`config.mk`:
```
export PLATFORM = sky130hd
export DESIGN_NAME = muldiv_sequencer_flat
export DESIGN_NICKNAME = d
export VERILOG_FILES = /design/src/rtl/muldiv_sequencer_if.sv /design/src/rtl/muldiv_sequencer.sv /design/src/flat_wrapper.sv
export SDC_FILE = /design/constraint.sdc
export NUM_CORES = 1
export LEC_CHECK = 0
export BUFFER_PORTS_ARGS = -buffer_cell sky130_fd_sc_hd__buf_2
export CORE_MARGIN = 1.5
export CORE_UTILIZATION = 52
export DETAILED_ROUTE_END_ITERATION = 7
export HOLD_SLACK_MARGIN = 0.08
export PLACE_DENSITY = 0.71
export REMOVE_ABC_BUFFERS = 1
export SLEW_MARGIN = 20
export SYNTH_ARGS = -nofsm -noshare
export SYNTH_HDL_FRONTEND = slang
export SYNTH_SLANG_ARGS = --single-unit
export TNS_END_PERCENT = 20
```
`constraint.sdc`:
```
create_clock -name CPU_CLK -period 6.8 [get_ports CPU_CLK]
set_input_delay 1.36 -clock CPU_CLK [delete_from_list [all_inputs] [get_ports CPU_CLK]]
set_output_delay 1.36 -clock CPU_CLK [all_outputs]
set_load 0.005 [all_outputs]
```
`src/rtl/muldiv_sequencer_if.sv`:
```
// ----------------------------------------------------------------------------
// muldiv_sequencer_if
//   EX-stage handshake between the pipeline and the iterative RV32M
//   multiply/divide sequencer.
//
//   master (EX stage / hazard unit):
//     StartE, Fn3E, Op1E, Op2E, FlushE  -> sequencer
//     MulDivStall, Busy, Done, Result   <- sequencer
//   slave (muldiv_sequencer): the mirror image of master.
// ----------------------------------------------------------------------------
interface muldiv_sequencer_if #(
    parameter int DATA_WIDTH = 32
);
    logic                  StartE;
    logic [2:0]            Fn3E;
    logic [DATA_WIDTH-1:0] Op1E;
    logic [DATA_WIDTH-1:0] Op2E;
    logic                  FlushE;
    logic                  MulDivStall;
    logic                  Busy;
    logic                  Done;
    logic [DATA_WIDTH-1:0] Result;

    modport master (
        output StartE, Fn3E, Op1E, Op2E, FlushE,
        input  MulDivStall, Busy, Done, Result
    );

    modport slave (
        input  StartE, Fn3E, Op1E, Op2E, FlushE,
        output MulDivStall, Busy, Done, Result
    );
endinterface

```
`src/rtl/muldiv_sequencer.sv`:
```
// ----------------------------------------------------------------------------
// muldiv_sequencer
//   Iterative RV32M multiply/divide engine for the EX stage. One M-extension
//   operation is accepted from EX and runs for DATA_WIDTH CALC cycles
//   (radix-2 shift-add multiply or restoring divide), then a single FIN cycle
//   presents the registered Result with a one-cycle Done pulse. Divide by zero
//   and signed overflow skip CALC and go straight to FIN.
//
// Ports:
//   CPU_CLK   clock, rising edge
//   CPU_RSTN  asynchronous active-low reset
//   bus       muldiv_sequencer_if.slave
//               StartE/Fn3E/Op1E/Op2E  operation request from EX
//               FlushE                 kill the EX instruction / abort
//               MulDivStall            stall request for IF/ID/EX
//               Busy                   state is CALC or FIN
//               Done                   one-cycle pulse, Result valid
//               Result                 registered result
// ----------------------------------------------------------------------------
module muldiv_sequencer #(
    parameter int DATA_WIDTH = 32
) (
    input logic              CPU_CLK,
    input logic              CPU_RSTN,
    muldiv_sequencer_if.slave bus
);
    localparam int W  = DATA_WIDTH;
    localparam int CW = (W > 1) ? $clog2(W) : 1;

    typedef enum logic [1:0] {IDLE, CALC, FIN} state_t;

    state_t         state;
    logic [CW-1:0]  cnt;
    logic [2:0]     fn3_q;
    logic [W-1:0]   opa;        // multiplicand, or divisor magnitude
    logic [2*W-1:0] acc;        // {product hi, multiplier} or {remainder, quotient}
    logic           sign_res;   // product / quotient sign
    logic           sign_rem;   // remainder sign (sign of Op1)
    logic [W-1:0]   result_q;
    logic           done_q;
    logic           busy_q;

    // ---------------- request decode (IDLE) ----------------
    logic         is_div_in, op1_signed, op2_signed, neg1, neg2;
    logic [W-1:0] mag1, mag2, special_res;
    logic         div_zero, div_ovf;

    always_comb begin
        // NOTE: every always_comb output gets a default first so no path can infer a latch.
        is_div_in   = bus.Fn3E[2];
        op1_signed  = (bus.Fn3E == 3'b001) || (bus.Fn3E == 3'b010) ||
                      (bus.Fn3E == 3'b100) || (bus.Fn3E == 3'b110);
        op2_signed  = (bus.Fn3E == 3'b001) || (bus.Fn3E == 3'b100) ||
                      (bus.Fn3E == 3'b110);
        neg1        = op1_signed && bus.Op1E[W-1];
        neg2        = op2_signed && bus.Op2E[W-1];
        mag1        = neg1 ? -bus.Op1E : bus.Op1E;
        mag2        = neg2 ? -bus.Op2E : bus.Op2E;
        div_zero    = is_div_in && (bus.Op2E == '0);
        // Signed overflow only exists for DIV/REM (funct3 1x0).
        div_ovf     = is_div_in && !bus.Fn3E[0] &&
                      (bus.Op1E == {1'b1, {(W-1){1'b0}}}) && (bus.Op2E == '1);
        special_res = '0;
        if (div_zero)
            special_res = bus.Fn3E[1] ? bus.Op1E : '1;
        else if (div_ovf)
            special_res = bus.Fn3E[1] ? '0 : bus.Op1E;
    end

    // ---------------- one iteration (CALC) ----------------
    logic [W:0]     sum, shifted, trial;
    logic [2*W-1:0] acc_nxt, prod;
    logic [W-1:0]   quo, rem, res_nxt;

    always_comb begin
        sum     = {1'b0, acc[2*W-1:W]} + (acc[0] ? {1'b0, opa} : '0);
        shifted = {acc[2*W-1:W], acc[W-1]};
        trial   = shifted - {1'b0, opa};
        if (!fn3_q[2])
            acc_nxt = {sum, acc[W-1:1]};
        else if (!trial[W])
            acc_nxt = {trial[W-1:0], acc[W-2:0], 1'b1};
        else
            acc_nxt = {shifted[W-1:0], acc[W-2:0], 1'b0};

        prod = sign_res ? -acc_nxt : acc_nxt;
        quo  = acc_nxt[W-1:0];
        rem  = acc_nxt[2*W-1:W];
        if (!fn3_q[2])
            res_nxt = (fn3_q[1:0] == 2'b00) ? prod[W-1:0] : prod[2*W-1:W];
        else if (fn3_q[1])
            res_nxt = sign_rem ? -rem : rem;
        else
            res_nxt = sign_res ? -quo : quo;
    end

    // ---------------- sequencing FSM ----------------
    always_ff @(posedge CPU_CLK or negedge CPU_RSTN) begin
        if (!CPU_RSTN) begin
            state    <= IDLE;
            cnt      <= '0;
            fn3_q    <= '0;
            opa      <= '0;
            acc      <= '0;
            sign_res <= 1'b0;
            sign_rem <= 1'b0;
            result_q <= '0;
            done_q   <= 1'b0;
            busy_q   <= 1'b0;
        end else begin
            // NOTE: sequential state uses non-blocking assignments so every register samples pre-edge values.
            done_q <= 1'b0;
            if (bus.FlushE) begin
                state  <= IDLE;
                busy_q <= 1'b0;
            end else begin
                unique case (state)
                    IDLE: begin
                        if (bus.StartE) begin
                            fn3_q    <= bus.Fn3E;
                            opa      <= is_div_in ? mag2 : mag1;
                            acc      <= {{W{1'b0}}, (is_div_in ? mag1 : mag2)};
                            sign_res <= neg1 ^ neg2;
                            sign_rem <= neg1;
                            cnt      <= '0;
                            busy_q   <= 1'b1;
                            if (div_zero || div_ovf) begin
                                result_q <= special_res;
                                done_q   <= 1'b1;
                                state    <= FIN;
                            end else begin
                                state <= CALC;
                            end
                        end
                    end
                    CALC: begin
                        acc <= acc_nxt;
                        cnt <= cnt + CW'(1);
                        if (cnt == CW'(W-1)) begin
                            result_q <= res_nxt;
                            done_q   <= 1'b1;
                            state    <= FIN;
                        end
                    end
                    FIN: begin
                        state  <= IDLE;
                        busy_q <= 1'b0;
                    end
                    default: begin
                        state  <= IDLE;
                        busy_q <= 1'b0;
                    end
                endcase
            end
        end
    end

    // Stall is combinational so EX freezes in the very cycle the op is
    // accepted; it drops at once on flush or reset.
    assign bus.MulDivStall = CPU_RSTN && !bus.FlushE &&
                             (((state == IDLE) && bus.StartE) || (state == CALC));
    assign bus.Busy   = busy_q;
    assign bus.Done   = done_q;
    assign bus.Result = result_q;

endmodule

```
`src/flat_wrapper.sv`:
```
// flat-port wrapper written by rule: the top's interface ports become plain ports
module muldiv_sequencer_flat 
#(
    parameter int DATA_WIDTH = 32
)
  (CPU_CLK, CPU_RSTN, bus_StartE, bus_Fn3E, bus_Op1E, bus_Op2E, bus_FlushE, bus_MulDivStall, bus_Busy, bus_Done, bus_Result);
  muldiv_sequencer_if #(.DATA_WIDTH(DATA_WIDTH)) bus_i ();
  input logic CPU_CLK;
  input logic CPU_RSTN;
  input wire logic [$bits(bus_i.StartE)-1:0] bus_StartE;
  input wire logic [$bits(bus_i.Fn3E)-1:0] bus_Fn3E;
  input wire logic [$bits(bus_i.Op1E)-1:0] bus_Op1E;
  input wire logic [$bits(bus_i.Op2E)-1:0] bus_Op2E;
  input wire logic [$bits(bus_i.FlushE)-1:0] bus_FlushE;
  output wire logic [$bits(bus_i.MulDivStall)-1:0] bus_MulDivStall;
  output wire logic [$bits(bus_i.Busy)-1:0] bus_Busy;
  output wire logic [$bits(bus_i.Done)-1:0] bus_Done;
  output wire logic [$bits(bus_i.Result)-1:0] bus_Result;
  assign bus_i.StartE = bus_StartE;
  assign bus_i.Fn3E = bus_Fn3E;
  assign bus_i.Op1E = bus_Op1E;
  assign bus_i.Op2E = bus_Op2E;
  assign bus_i.FlushE = bus_FlushE;
  assign bus_MulDivStall = bus_i.MulDivStall;
  assign bus_Busy = bus_i.Busy;
  assign bus_Done = bus_i.Done;
  assign bus_Result = bus_i.Result;
  muldiv_sequencer #(.DATA_WIDTH(DATA_WIDTH)) u_core (.CPU_CLK(CPU_CLK), .CPU_RSTN(CPU_RSTN), .bus(bus_i));
endmodule
```
==> qor.yml <==
cts.htree.levels: 4
p_leak_uw: 0.00730
drcViolationCount: 0
arrival_ns: 6.09
power_density_nw_per_um2: 499
yosysUniqueCellTypes: 95
initial_core_util: 0.531
wl_um: 59600
synth_edf_count: 0
synth_top_family_by_area: "compound AO/OA/AOI/OAI gates"
fin_crit_ns: 5.77
clock-root-buffer: "clkbuf_16"
grt_pass1_vias: 16200
port_buffers: 105
cts_hold_buf: 0
sw_frac_of_total: 0.555
slew_headroom: 0.255
gp_congestion: 1.00
cpMaxStageDelayCell: "or3_1"
post_cts_buffers: 0
core_area_um2: 30700
yosysSeqAreaShare: 0.218
run_status: "complete, no violations"
io_pins: 106
path_clk_slew_ns: 0.06
cp_max_fo: 41
syn-instance-count: 2232
dr_total_vias: 17500
muxShareOfSynthArea: 0.0566
finalWorstSetupSlack_ns: 1.03
worstPathCellList: "ha_1, a21oi_1, nand2_1, o21ai_0, a211oi_2, o211a_4, nand2_1, a21boi_0, ha_1, o21ai_0, nor2_1, nand4_1, or3_1, or3_4, o21ai_0, xnor2_1, nor2_1, o32a_1"
synth-simple-area-share: 0.233
drive_above_1_share: 0.101
grt_max_degree: 93
fin_total_pwr_uw: 8760
postSynthAreaPerCell_um2: 7.30
vdd_ir_drop_max_mv: 0.267
drt_iter0_drc: 1792
fill_cells: 2994
overflow: 0
async_flop_share: 1.00
row_count: 64
grt_first_pass_wirelength_um: 92200
period_share: 0.848
max_freq_mhz: 173
yosys_warnings: 0
tns_ns: 0
fp.dieArea_um2: 32400
cts_sinks: 142
end_kind: "register"
dieHeight_um: 180
tightestPinTransition_ns: 1.11
stdcell_count: 2654
die_w_um: 180
synthAdderAreaFrac: 0.0570
wl_per_cell_um: 22.4
synth-xor-area-share: 0.0990
cts_resized: 0
synth_ff_type: "dfrtp_1"
maxCapViolCount: 0
area_delta_synth_final_pct: 7.88
hp-class: "register to register"
path_class: "register to register"
cts_tree: "done"
hpwl_um: 45900
rsz0062_at_grt: "false"
critPathLaunchType: "register"
cts_buffers: 17
drt_pass1_iterations: 6
seqPwrFrac: 0.165
hold_viol: 0
cpMostUsedCell: "o21ai_0"
skew_ns: 0.00639
viasPerCell: 6.61
setup_violations: 0
antenna_found_initial: 1
power_frac_clock: 0.108
dp_worst_setup_slack_ns: 1.20
yosys_register_bits: 142
critPathRequiredTime_ns: 7.12
netlist_area_um2: 16300
final_util: 0.573
cp_slowest_stage_delay_ns: 0.51
clockBufferDepth: 2
grt_usage: 0.361
nets: 2389
comb_power_share: 0.727
clock_latency_ns: 0.44
dp.cells: 2622
p_int_uw: 3900
power_switching_uw: 4860
drv_slew: 0
synth-compound-area-share: 0.286
final_antenna_net_count: 0
## critical path, delay by kind of cell, from the launching register on
| family | cells | cell delay [ns] |
|---|---|---|
| AOI/OAI and AO/OA | 8 | 2.55 |
| DFF | 1 | 0.42 |
| adders and majority gates | 2 | 0.68 |
| and+or+nand+nor | 7 | 1.84 |
| xor gates and xnor gates | 1 | 0.15 |
## power groups by stage
stage	registers, uW	logic [uW]	clock network, uW
floorplan	1370	4400	0
global placement	1420	6060	0
detailed placement	1430	6120	0
CTS	1420	6180	953
global route	1470	6890	983
finish	1440	6370	949
## logic make-up (layout without fill, tap and decap cells)
logic type / after synthesis / count (layout)
and+or+nand+nor: 791 / 791
muxes: 89 / 89
DFF: 142 / 142
adders and majority gates: 73 / 73
other: 0 / 1
AOI/OAI and AO/OA: 748 / 748
xor gates and xnor gates: 184 / 184
buffers and inverters: 205 / 230
## path summary, 6_finish.rpt
path                                         endpoint  depth (start not counted)                   from  slack (ns)
min in group asynchronous              u_core.acc[14]                          1               CPU_RSTN        0.80
worst max register to register  u_core.bus.Result[20]                         18         u_core.acc[36]        1.03
max in group asynchronous             u_core.sign_res                          2               CPU_RSTN        4.84
worst min register to register  u_core.bus.Result[28]                          2  u_core.bus.Result[28]        0.50
worst max-delay path            u_core.bus.Result[20]                         18         u_core.acc[36]        1.03
worst min-delay path            u_core.bus.Result[28]                          2  u_core.bus.Result[28]        0.50
## layer usage
layer / track usage / vias to the layer above / share of wire / wire, um
li1: - / 8127 / - / -
met1: 0.488 / 8285 / 0.42 / 25200
met2: 0.556 / 973 / 0.43 / 25800
met3: 0.0727 / 146 / 0.10 / 5970
met4: 0.165 / 0 / 0.043 / 2530
met5: 0 / - / 0 / 0
## state kept, by name, indices dropped and copies added (netlist names)
register / flops
u_core.bus.Busy: 1
u_core.bus.Done: 1
u_core.sign_res: 1
u_core.fn3_q: 3
u_core.sign_rem: 1
u_core.opa: 32
u_core.cnt: 5
u_core.acc: 64
u_core.bus.Result: 32
u_core.state: 2
## through the flow
stage / hold WS (ns) / cell area (um2)
6_report: 0.502 / 17600
3_5_place_dp: 0.478 / 17000
3_3_place_gp: 0.474 / 17000
2_1_floorplan: 0.463 / 15700
4_1_cts: 0.495 / 17600
5_1_grt: 0.524 / 17600
## cell type report
type	count	area (um2)	share of cell area
Antenna cell	1	2.50	0.000142
Clock buffer	21	460	0.0262
Clock inverter	10	115	0.00655
Inverter	66	248	0.0141
Multi-Input combinational cell	1885	11900	0.680
Sequential cell	142	3560	0.203
Tap cell	396	495	0.0282
Timing Repair Buffer	133	744	0.0424
## synthesized netlist by cell type (25+ instances only)
cell type / number / share of area
nor2_1: 188 / 0.043
clkbuf_1: 105 / 0.024
dfrtp_1: 142 / 0.22
nand3_1: 50 / 0.015
o31ai_1: 34 / 0.016
or3_1: 25 / 0.0096
mux2i_1: 68 / 0.042
inv_1: 66 / 0.015
xor2_1: 68 / 0.037
a21oi_1: 187 / 0.057
nand4_1: 31 / 0.012
and2_1: 43 / 0.017
ha_1: 71 / 0.055
nand2_1: 279 / 0.064
o211ai_1: 26 / 0.012
nor3_1: 48 / 0.015
o21ai_0: 265 / 0.081
xnor2_1: 116 / 0.062
a211oi_1: 27 / 0.012
## layout by cell type, fill, tap and decap left out, drive strengths merged, types with 68 or more instances in the layout
cell type / netlist / final
nand2: 279 / 279
nor2: 188 / 188
mux2i: 68 / 68
dfrtp: 142 / 142
xnor2: 116 / 116
o21ai: 272 / 272
buf: 34 / 133
xor2: 68 / 68
ha: 71 / 71
a21oi: 188 / 188
No activity file was read; power rests on OpenSTA's default activity.
